`config.mk`:
```
export PLATFORM = sky130hd
export DESIGN_NAME = imm_gen_pipe
export DESIGN_NICKNAME = d
export VERILOG_FILES = /design/src/rtl/imm_gen_pipe.sv
export SDC_FILE = /design/constraint.sdc
export NUM_CORES = 1
export LEC_CHECK = 0
export BUFFER_PORTS_ARGS = -buffer_cell sky130_fd_sc_hd__buf_4
export CORE_UTILIZATION = 58
export CTS_BUF_LIST = sky130_fd_sc_hd__clkbuf_8
export CTS_CLUSTER_DIAMETER = 80
export CTS_CLUSTER_SIZE = 30
export DETAILED_ROUTE_END_ITERATION = 8
export GPL_TIMING_DRIVEN = 1
export MAX_ROUTING_LAYER = met4
export PLACE_DENSITY = 0.9
export SYNTH_ARGS = -nofsm -noshare
export SYNTH_HDL_FRONTEND = slang
export SYNTH_SLANG_ARGS = --single-unit
```
`constraint.sdc`:
```
create_clock -name clk -period 4.6 [get_ports clk]
set_input_delay 0.23 -clock clk [delete_from_list [all_inputs] [get_ports clk]]
set_output_delay 0.23 -clock clk [all_outputs]
set_load 0.01 [all_outputs]
```
`src/rtl/imm_gen_pipe.sv`:
```
// imm_gen_pipe: registered RV32I/RV64I immediate generator with a 2-entry
// skid buffer (output register + skid register), valid/ready on both sides.
//   clk, rst_n (async, active-low), flush (sync drop of all buffered entries)
//   in_valid/in_ready/in_instr/in_sel/in_tag : instruction side
//   out_valid/out_ready/out_imm/out_tag/out_err : execute side
module imm_gen_pipe #(
  parameter int unsigned XLEN  = 32,
  parameter int unsigned TAG_W = 8
) (
  input  logic             clk,
  input  logic             rst_n,
  input  logic             flush,
  input  logic             in_valid,
  output logic             in_ready,
  input  logic [31:0]      in_instr,
  input  logic [2:0]       in_sel,
  input  logic [TAG_W-1:0] in_tag,
  output logic             out_valid,
  input  logic             out_ready,
  output logic [XLEN-1:0]  out_imm,
  output logic [TAG_W-1:0] out_tag,
  output logic             out_err
);

  typedef enum logic [2:0] {
    SEL_I     = 3'b000,
    SEL_S     = 3'b001,
    SEL_B     = 3'b010,
    SEL_J     = 3'b011,
    SEL_U     = 3'b100,
    SEL_SHAMT = 3'b101,
    SEL_ZIMM  = 3'b110,
    SEL_RSVD  = 3'b111
  } sel_e;

  logic [XLEN-1:0]  dec_imm;
  logic             dec_err;
  logic             unused_opcode;

  logic             out_valid_q, out_valid_d;
  logic [XLEN-1:0]  out_imm_q,   out_imm_d;
  logic [TAG_W-1:0] out_tag_q,   out_tag_d;
  logic             out_err_q,   out_err_d;
  logic             skid_valid_q, skid_valid_d;
  logic [XLEN-1:0]  skid_imm_q,   skid_imm_d;
  logic [TAG_W-1:0] skid_tag_q,   skid_tag_d;
  logic             skid_err_q,   skid_err_d;

  logic             in_fire;
  logic             out_free;

  assign unused_opcode = ^in_instr[6:0];

  always_comb begin
    dec_imm = '0;
    dec_err = 1'b0;
    case (sel_e'(in_sel))
      SEL_I: begin
        dec_imm        = {XLEN{in_instr[31]}};
        dec_imm[11:0]  = in_instr[31:20];
      end
      SEL_S: begin
        dec_imm        = {XLEN{in_instr[31]}};
        dec_imm[11:0]  = {in_instr[31:25], in_instr[11:7]};
      end
      SEL_B: begin
        dec_imm        = {XLEN{in_instr[31]}};
        dec_imm[12:0]  = {in_instr[31], in_instr[7], in_instr[30:25], in_instr[11:8], 1'b0};
      end
      SEL_J: begin
        dec_imm        = {XLEN{in_instr[31]}};
        dec_imm[20:0]  = {in_instr[31], in_instr[19:12], in_instr[20], in_instr[30:21], 1'b0};
      end
      SEL_U: begin
        dec_imm        = {XLEN{in_instr[31]}};
        dec_imm[31:0]  = {in_instr[31:12], 12'b0};
      end
      SEL_SHAMT: begin
        if (XLEN == 64) dec_imm[5:0] = in_instr[25:20];
        else            dec_imm[4:0] = in_instr[24:20];
      end
      SEL_ZIMM: dec_imm[4:0] = in_instr[19:15];
      default:  dec_err = 1'b1;
    endcase
  end

  assign in_fire  = in_valid & ~skid_valid_q;
  // Output register can take a new entry when empty or draining this cycle.
  assign out_free = ~out_valid_q | out_ready;

  always_comb begin
    out_valid_d  = out_valid_q;
    out_imm_d    = out_imm_q;
    out_tag_d    = out_tag_q;
    out_err_d    = out_err_q;
    skid_valid_d = skid_valid_q;
    skid_imm_d   = skid_imm_q;
    skid_tag_d   = skid_tag_q;
    skid_err_d   = skid_err_q;
    if (flush) begin
      out_valid_d  = 1'b0;
      skid_valid_d = 1'b0;
    end else if (out_free) begin
      if (skid_valid_q) begin
        // in_ready is low while skid is full, so no new input competes here.
        out_valid_d  = 1'b1;
        out_imm_d    = skid_imm_q;
        out_tag_d    = skid_tag_q;
        out_err_d    = skid_err_q;
        skid_valid_d = 1'b0;
      end else if (in_fire) begin
        out_valid_d  = 1'b1;
        out_imm_d    = dec_imm;
        out_tag_d    = in_tag;
        out_err_d    = dec_err;
      end else begin
        out_valid_d  = 1'b0;
      end
    end else if (in_fire) begin
      skid_valid_d = 1'b1;
      skid_imm_d   = dec_imm;
      skid_tag_d   = in_tag;
      skid_err_d   = dec_err;
    end
  end

  always_ff @(posedge clk or negedge rst_n) begin
    if (!rst_n) begin
      out_valid_q  <= 1'b0;
      out_imm_q    <= '0;
      out_tag_q    <= '0;
      out_err_q    <= 1'b0;
      skid_valid_q <= 1'b0;
      skid_imm_q   <= '0;
      skid_tag_q   <= '0;
      skid_err_q   <= 1'b0;
    end else begin
      out_valid_q  <= out_valid_d;
      out_imm_q    <= out_imm_d;
      out_tag_q    <= out_tag_d;
      out_err_q    <= out_err_d;
      skid_valid_q <= skid_valid_d;
      skid_imm_q   <= skid_imm_d;
      skid_tag_q   <= skid_tag_d;
      skid_err_q   <= skid_err_d;
    end
  end

  assign in_ready  = ~skid_valid_q;
  assign out_valid = out_valid_q;
  assign out_imm   = out_imm_q;
  assign out_tag   = out_tag_q;
  assign out_err   = out_err_q;

endmodule

```
# ---- After elaboration in Yosys (flattened, before gate mapping)
# Cells that the tools add are included.
dict set report classes {
  muxes 16
  eq_ne 6
  bitwise_logic 6
  reduce_logical 9
}
# op count
set op_table {}
lappend op_table {{27-bit one-hot mux with 4 select lines} 1}
lappend op_table {{32-bit two-way mux} 2}
lappend op_table {{5-bit one-hot mux with 5 select lines} 1}
lappend op_table {{8-bit two-way mux} 2}
lappend op_table {{1-bit two-way mux} 10}
lappend op_table {{3-bit equality test, second input constant} 3}
lappend op_table {{7-bit OR reduction} 1}
lappend op_table {{3-bit by 2-bit equality test with 1-bit output, second input constant} 2}
lappend op_table {{3-bit AND reduction} 2}
lappend op_table {{1-bit NOT} 4}
lappend op_table {{2-bit nonzero test} 2}
lappend op_table {{2-bit OR reduction} 2}
lappend op_table {{3-bit by 1-bit equality test with 1-bit output, second input constant} 1}
lappend op_table {{3-bit logical NOT} 1}
lappend op_table {{3-bit nonzero test} 1}
lappend op_table {{1-bit bitwise AND} 1}
lappend op_table {{1-bit OR} 1}
dict set report totals {
  output_inout_bits 43
  regBits 84
  wordCells 45
}

# ---- Longest topological paths before layout
# Gate-level depths: netlist (run 1).
dict set report depth {
  ltp_word 6
  ltp_mapped 7
  depth_no_buf 4
}

# ---- Worst setup path after synthesis (run 1)
# No wires, ideal clock.
dict set report synth_timing {
  path_type {register to register}
  start {register out_valid_q (netlist: out_valid)}
  end {register out_imm_q[22] (netlist: out_imm[22])}
  required_ns 4.475
  period_less_slack_ns 1.558
  arrival_time_ns 1.433
  path_slack_ns 3.042
  stages_incl_launch_ff 5
  n_path_buf 1
  cell_sequence {dfrtp_1 -> nor2b_2 -> nor3_4 -> buf_4 -> mux2_2}
}
dict set report synth_via {
  elab_chain_cells 3
}
# element line
set synth_lines {}
lappend synth_lines {{start, declared} 40} ;# logic out_valid_q, out_valid_d;
lappend synth_lines {{start signal, assigned} 138} ;# out_valid_q <= out_valid_d;
lappend synth_lines {{1-bit NOT} 89} ;# assign out_free = ~out_valid_q | out_ready;
lappend synth_lines {{1-bit OR} 89}
lappend synth_lines {{3-bit AND reduction (no source line)} --}
lappend synth_lines {{end signal, assigned} 139} ;# out_imm_q <= out_imm_d;
lappend synth_lines {{end, declared} 41} ;# logic [XLEN-1:0] out_imm_q, out_imm_d;
# Every way passes these cells.
# A chain may end at the register's enable or synchronous reset.

# ---- Final worst setup path (run 1)
dict set report layout_timing {
  start {register skid_valid_q}
  end {register skid_imm_q[11]}
}
dict set report layout_via {
  elab_chain_cells 3
}
# element line
set layout_lines {}
lappend layout_lines {{start, declared} 44} ;# logic skid_valid_q, skid_valid_d;
lappend layout_lines {{start signal, assigned} 142} ;# skid_valid_q <= skid_valid_d;
lappend layout_lines {{1-bit NOT} 87} ;# assign in_fire = in_valid & ~skid_valid_q;
lappend layout_lines {{1-bit bitwise AND} 87}
lappend layout_lines {{3-bit AND reduction (no source line)} --}
lappend layout_lines {{end signal, assigned} 143} ;# skid_imm_q <= skid_imm_d;
lappend layout_lines {{end, declared} 45} ;# logic [XLEN-1:0] skid_imm_q, skid_imm_d;
# Every way passes these cells.

==> run_results.csv, run 1 <==
group,metric,value,unit
worst_setup_path,crit_path_top_delay_cell,"dfrtp_2",
route,wirelength,9168,um
sta,setup-violations-final,0,
synthesis,synth_area,0.004115,mm2
synthesis,synthAdderAreaFrac,0,
final_layout,fin_util,0.7218,
route,drt_iter0_drc,262,
synthesis,synthCells,427,
sta,slew_headroom,0.1755,
place,globalplace.congestion,0.8290,
synthesis,avgSynthCellArea,9.637,um2
worst_setup_path,r2r-start,"skid_valid_q",
worst_setup_path,arrival,3.03,ns
worst_setup_path,start_kind,"flip-flop",
place,placed_area,0.004673,mm2
synthesis,synth.most_common_cell,"nand2_1",
synthesis,synth-xor-area-share,0.006689,
synthesis,async_reset_ff_frac,1.000,
clock_network,htreeDepth,3,
sta,drv_slew,0,
final_layout,synthToLayoutAreaGrowth,19.82,%
synthesis,ys_seq_elements,84,
synthesis,synth_cell_type_count,37,
final_layout,num_antenna_cells,0,
route,vias,3269,
clock_network,cts-root-buf,"clkbuf_8",
final_layout,final_area,0.004931,mm2
sta,fin_skew,0.008092,ns
sta,max_freq,0.3590,GHz
synthesis,ys_seq_area_frac,0.5108,
sta,hold_violations,0,
route,drtAntennaViolNets,0,
synthesis,synth-simple-area-share,0.1754,
synthesis,synth-edff-count,0,
run,maxCapViolCount,0,
worst_setup_path,rr_worst_depth,4,
clock_network,clock_path_buffers,2,
route,vias_per_cell,5.560,
clock_network,post_cts_buffers,0,
sta,fin_crit_sh,0.6056,
worst_setup_path,critPathCaptureType,"flip-flop",
clock_network,clk_pin_slew_worst_paths,0.09,ns
global_routing,overflow,0,
worst_setup_path,crit_fanout,62,
synthesis,ys.flop_type,"dfrtp_1",
synthesis,synth.mux.area_fraction,0.1061,
global_routing,grt_usage,0.2741,
synthesis,synth_area_leader_cell,"dfrtp_1",
hold_path,hold_class,"in -> async",
floorplanning,row_count,30,
synthesis,synth-compound-area-share,0.1511,
sta,fin_crit,2.786,ns
clock_network,cts_resized,0,
floorplanning,die_w,86.23,um
floorplanning,die_h,86.23,um
final_layout,fin_nets,535,
synthesis,syn-num-nets,475,
run_status,status,"finished, final reports clean",
clock_network,cts_tree,"done",
synthesis,yosys-top-cells-count,"nand2_1, dfrtp_1, o21ai_0",
synthesis,ys_warn_count,0,
power_and_ir_drop,p_leak,2.249,nW
synthesis,synth_top_family_by_area,"simple AND/OR/NAND/NOR gates",
global_routing,grt_pass1_vias,3118,
synthesis,yosysTopAreaCellShare,0.5108,
clock_network,numClockSinks,84,
power_and_ir_drop,ir_drop,0.2177,mV
sta,tightest_slew,1.237,ns
final_layout,drive_gt1_frac,0.2805,
worst_setup_path,rrSetupSlack,1.81,ns
worst_setup_path,slowest_delay,1.10,ns
power_and_ir_drop,finalPower,1.995,mW
clock_network,cts_buffers,9,
sta,fin_tns_setup,0,ns
route,wl_per_cell,15.59,um
sta,rsz0062_at_grt,"no",
worst_setup_path,required,4.85,ns
place,dp_hpwl,6166,um
worst_setup_path,crit_type,"reg -> reg",
floorplanning,pin_count,91,
route,firstDrtPassIters,4,
floorplanning,start_util,0.6024,
worst_setup_path,reg2reg_to,"skid_imm_q[11]",
route,drcViolationCount,0,
clock_network,clk_latency,0.36,ns
power_and_ir_drop,power_density,404.5,mW/mm2
sta,setup_slack,1.814,ns
global_routing,grt_max_degree,85,
place,place_ws,1.863,ns
worst_setup_path,crit_chain,"nor2_1 > nand3_2 > buf_4 > mux2_2",
place,port-buffer-count,83,
floorplanning,core,0.006832,mm2
synthesis,synth_area_leaders,"dfrtp_1, nand2_1, mux2_2",
global_routing,grt_pass1_wl,15170,um
global_routing,antenna_found_initial,0,
floorplanning,die-area,0.007436,mm2
clock_network,holdBufCountCts,0,
[cells in the final DEF, fill, tap and decap left out, types with 2 or more instances in the layout]
master,synthesis,layout
o211ai_2,4,4
nand3_1,22,22
nor2_1,13,13
mux2_1,2,2
mux2_2,23,23
nand2_1,91,91
o21ai_0,43,43
a22oi_1,4,4
a21oi_1,30,30
mux2i_1,14,14
buf_4,6,85
nand3b_1,8,8
a211oi_2,2,2
nand2b_1,9,9
o211ai_1,8,8
o21ai_1,17,17
dfrtp_1,84,83
clkbuf_8,0,11
nor2b_1,2,2
bufinv_16,0,3
[power by group]
| part | internal [mW] | leakage, nW | switching [mW] |
|---|---|---|---|
| clock | 0.392 | 0.126 | 0.267 |
| combinational | 0.192 | 1.04 | 0.199 |
| sequential | 0.870 | 1.08 | 0.0749 |
| total | 1.45 | 2.25 | 0.541 |
[kinds of logic after synthesis]
logic type	Yosys count
and+or+nand+nor	156
buffers and inverters	37
DFF	84
xor gates and xnor gates	1
AOI/OAI and AO/OA	109
muxes	40
[worst max-delay path by stage]
stage / start / end / cells after the start
after floorplan: out_valid / out_imm[22] / 4
after global placement: skid_valid_q / skid_imm_q[11] / 4
after detailed placement: skid_valid_q / skid_imm_q[11] / 4
after CTS: skid_valid_q / skid_imm_q[11] / 4
after global routing: skid_valid_q / skid_imm_q[11] / 4
final: skid_valid_q / skid_imm_q[11] / 4
[worst max-delay path, delay by kind of cell (launching register included)]
| kind | cells | cell delay, ns |
|---|---|---|
| buffers and inverters | 1 | 0.40 |
| flip-flops | 1 | 1.10 |
| multiplexers | 1 | 0.36 |
| AND/OR/NAND/NOR | 2 | 0.80 |
[routing by layer]
metal  vias to the layer above  wire length [um]  GRT usage
met5                         -                 0          -
met4                         0               223     0.1182
met3                        18               460    0.04190
met2                        98              4278     0.3889
met1                      1560              4206     0.3953
li1                       1593                 -          -
[metrics by stage]
step / hold slack (ns) / std cells
6_report: 0.04844 / 588
5_1_grt: 0.08293 / 588
4_1_cts: 0.06739 / 588
3_5_place_dp: 0.4489 / 572
3_3_place_gp: 0.4342 / 572
2_1_floorplan: -0.06559 / 427
[state kept, by name (all words and copies together) (netlist names)]
name / count
out_err: 1
out_imm: 32
out_tag: 8
out_valid: 1
skid_err_q: 1
skid_imm_q: 32
skid_tag_q: 8
skid_valid_q: 1
[final cells by class]
cell class                 count  area (um2)
clock buffer                  11       151.4
clock inverter                 5       106.4
fill                         489        1901
inverter                       1       3.754
multi-input combinational    306        1808
sequential                    84        2103
tap                           96       120.1
timing repair buffer          85       638.1
(Power assumes the default switching activity.)
==> run 2, diff against run 1 <==
--- a/config.mk
+++ b/config.mk
@@ -6,14 +6,14 @@
 export NUM_CORES = 1
 export LEC_CHECK = 0
 export BUFFER_PORTS_ARGS = -buffer_cell sky130_fd_sc_hd__buf_4
-export CORE_UTILIZATION = 58
+export CORE_UTILIZATION = 51
 export CTS_BUF_LIST = sky130_fd_sc_hd__clkbuf_8
 export CTS_CLUSTER_DIAMETER = 80
 export CTS_CLUSTER_SIZE = 30
 export DETAILED_ROUTE_END_ITERATION = 8
 export GPL_TIMING_DRIVEN = 1
 export MAX_ROUTING_LAYER = met4
-export PLACE_DENSITY = 0.9
+export PLACE_DENSITY = 0.84
 export SYNTH_ARGS = -nofsm -noshare
 export SYNTH_HDL_FRONTEND = slang
 export SYNTH_SLANG_ARGS = --single-unit
==> constraint.sdc (replaced) <==
create_clock -name clk -period 2.4 [get_ports clk]
set_input_delay 0.12 -clock clk [delete_from_list [all_inputs] [get_ports clk]]
set_output_delay 0.12 -clock clk [all_outputs]
set_load 0.01 [all_outputs]
==> run_results.csv, run 2 (same netlist as run 1, synthesis figures left out) <==
group,metric,value,unit
clock_network,cts_tree,"done",
clock_network,clk_latency,0.36,ns
sta,max_freq,0.5278,GHz
sta,slew_headroom,0.1409,
final_layout,layout_common_cells,"nand2_1, buf_4, dfrtp_1",
route,wl_per_cell,15.90,um
sta,hold_ws,0.01757,ns
route,wirelength,9649,um
power_and_ir_drop,ir_drop,0.3769,mV
clock_network,clk_pin_slew_worst_paths,0.09,ns
floorplanning,row_count,32,
sta,fin_skew,0.01207,ns
global_routing,overflow,0,
route,drt_iter0_drc,280,
worst_setup_path,critPathCaptureType,"flip-flop",
clock_network,cts-root-buf,"clkbuf_8",
clock_network,cts_resized,0,
worst_setup_path,crit_end,"skid_imm_q[21]",
worst_setup_path,rrSetupSlack,0.51,ns
hold_path,hold_class,"in -> reg",
place,dp_hpwl,6379,um
final_layout,fin_nets,548,
worst_setup_path,r2r-start,"out_valid",
run,maxCapViolCount,0,
sta,rsz0062_at_grt,"no",
worst_setup_path,crit_start,"out_valid",
floorplanning,die_w,91.83,um
worst_setup_path,crit_cells,4,
floorplanning,pin_count,91,
power_and_ir_drop,p_leak,2.282,nW
worst_setup_path,reg2reg_to,"skid_imm_q[21]",
clock_network,cts_buffers,9,
sta,tightest_slew,1.286,ns
clock_network,clock_path_buffers,2,
worst_setup_path,path_delay_family,"simple AND/OR/NAND/NOR gates",
worst_setup_path,crit_type,"reg -> reg",
clock_network,numClockSinks,84,
place,globalplace.congestion,0.8218,
final_layout,drive_gt1_frac,0.2812,
sta,fin_crit_sh,0.7895,
global_routing,antenna_found_initial,0,
power_and_ir_drop,finalPower,3.627,mW
route,drtAntennaViolNets,0,
worst_setup_path,crit_path_top_delay_cell,"nand3_2",
clock_network,htreeDepth,3,
place,port-buffer-count,83,
worst_setup_path,start_kind,"flip-flop",
worst_setup_path,crit_fanout,29,
sta,fin_tns_setup,0,ns
worst_setup_path,arrival,2.15,ns
global_routing,grt_pass1_wl,15950,um
worst_setup_path,rr_worst_depth,4,
sta,setup-violations-final,0,
sta,fin_crit,1.895,ns
route,vias_per_cell,5.534,
final_layout,final_common_cell,"nand2_1",
run_status,status,"finished, final reports clean",
sta,drv_slew,0,
worst_setup_path,path_buf_inv,1,
floorplanning,die-area,0.008432,mm2
route,vias,3359,
worst_setup_path,required,2.66,ns
worst_setup_path,slowest_delay,0.53,ns
final_layout,num_antenna_cells,0,
global_routing,grt_usage,0.2502,
floorplanning,die_h,91.83,um
route,firstDrtPassIters,4,
power_and_ir_drop,power_density,722.2,mW/mm2
floorplanning,core,0.007767,mm2
floorplanning,start_util,0.5298,
route,drcViolationCount,0,
global_routing,grt_max_degree,85,
sta,hold_violations,0,
worst_setup_path,crit_chain,"nor2b_2 > nand3_2 > buf_4 > o21ai_0",
global_routing,grt_pass1_vias,3317,
final_layout,synthToLayoutAreaGrowth,22.04,%
==> run 2: cell types whose count changed in the layout (fill, tap and decap cells not counted), sizes merged <==
| cell | previous run | this run |
|---|---|---|
| buf | 85 | 89 |
| bufinv | 3 | 1 |
| clkbuf | 11 | 10 |
| clkinv | 0 | 1 |
| clkinvlp | 1 | 2 |
| dlygate4sd3 | 0 | 9 |
| inv | 2 | 3 |
==> run 2: cell type report <==
cell class	instances	area (um2)
Multi-Input combinational cell	306	1808
Tap cell	102	127.6
Clock inverter	6	71.32
Timing Repair Buffer	98	770.7
Clock buffer	10	137.6
Inverter	1	3.754
Sequential cell	84	2103
Fill cell	634	2745
==> run 2: power by group <==
part	switching (mW)	leakage [nW]	internal (mW)
clock network	0.527	0.0995	0.518
logic	0.389	1.11	0.384
registers	0.141	1.08	1.67
==> run 2: stage by stage <==
step | utilization | instances | area (um2) | setup WS (ns)
after floorplan | - | 427 | 4115 | 0.8419
after global routing | 0.6466 | 607 | 5022 | 0.3201
after global placement | 0.6081 | 582 | 4723 | 0.3031
final | 0.6466 | 607 | 5022 | 0.5053
after detailed placement | 0.6081 | 582 | 4723 | 0.2900
after CTS | 0.6466 | 607 | 5022 | 0.5058
==> run 2: per-layer routing <==
layer | vias to the layer above | global-route usage | share of wire
li1 | 1615 | - | -
met2 | 98 | 0.3954 | 0.50
met3 | 18 | 0.03483 | 0.044
met1 | 1628 | 0.3218 | 0.43
met5 | - | - | 0
met4 | 0 | 0.1172 | 0.024
==> run 2: repair_timing <==
item | in CTS | in global routing
hold endpoints to repair | 65 | 0
buffers inserted | 0 | 0
hold buffers | 9 | 0
==> run 2: how the worst min path moves through the flow <==
stage	cells after the start	to	from	slack, ns
2_1_floorplan	0	out_err	rst_n	-0.18
3_3_place_gp	2	out_valid	flush	0.32
3_5_place_dp	2	out_valid	flush	0.33
4_1_cts	2	skid_tag_q[4]	in_tag[4]	0.008
5_1_grt	2	skid_tag_q[4]	in_tag[4]	0.01
6_report	2	skid_tag_q[4]	in_tag[4]	0.02
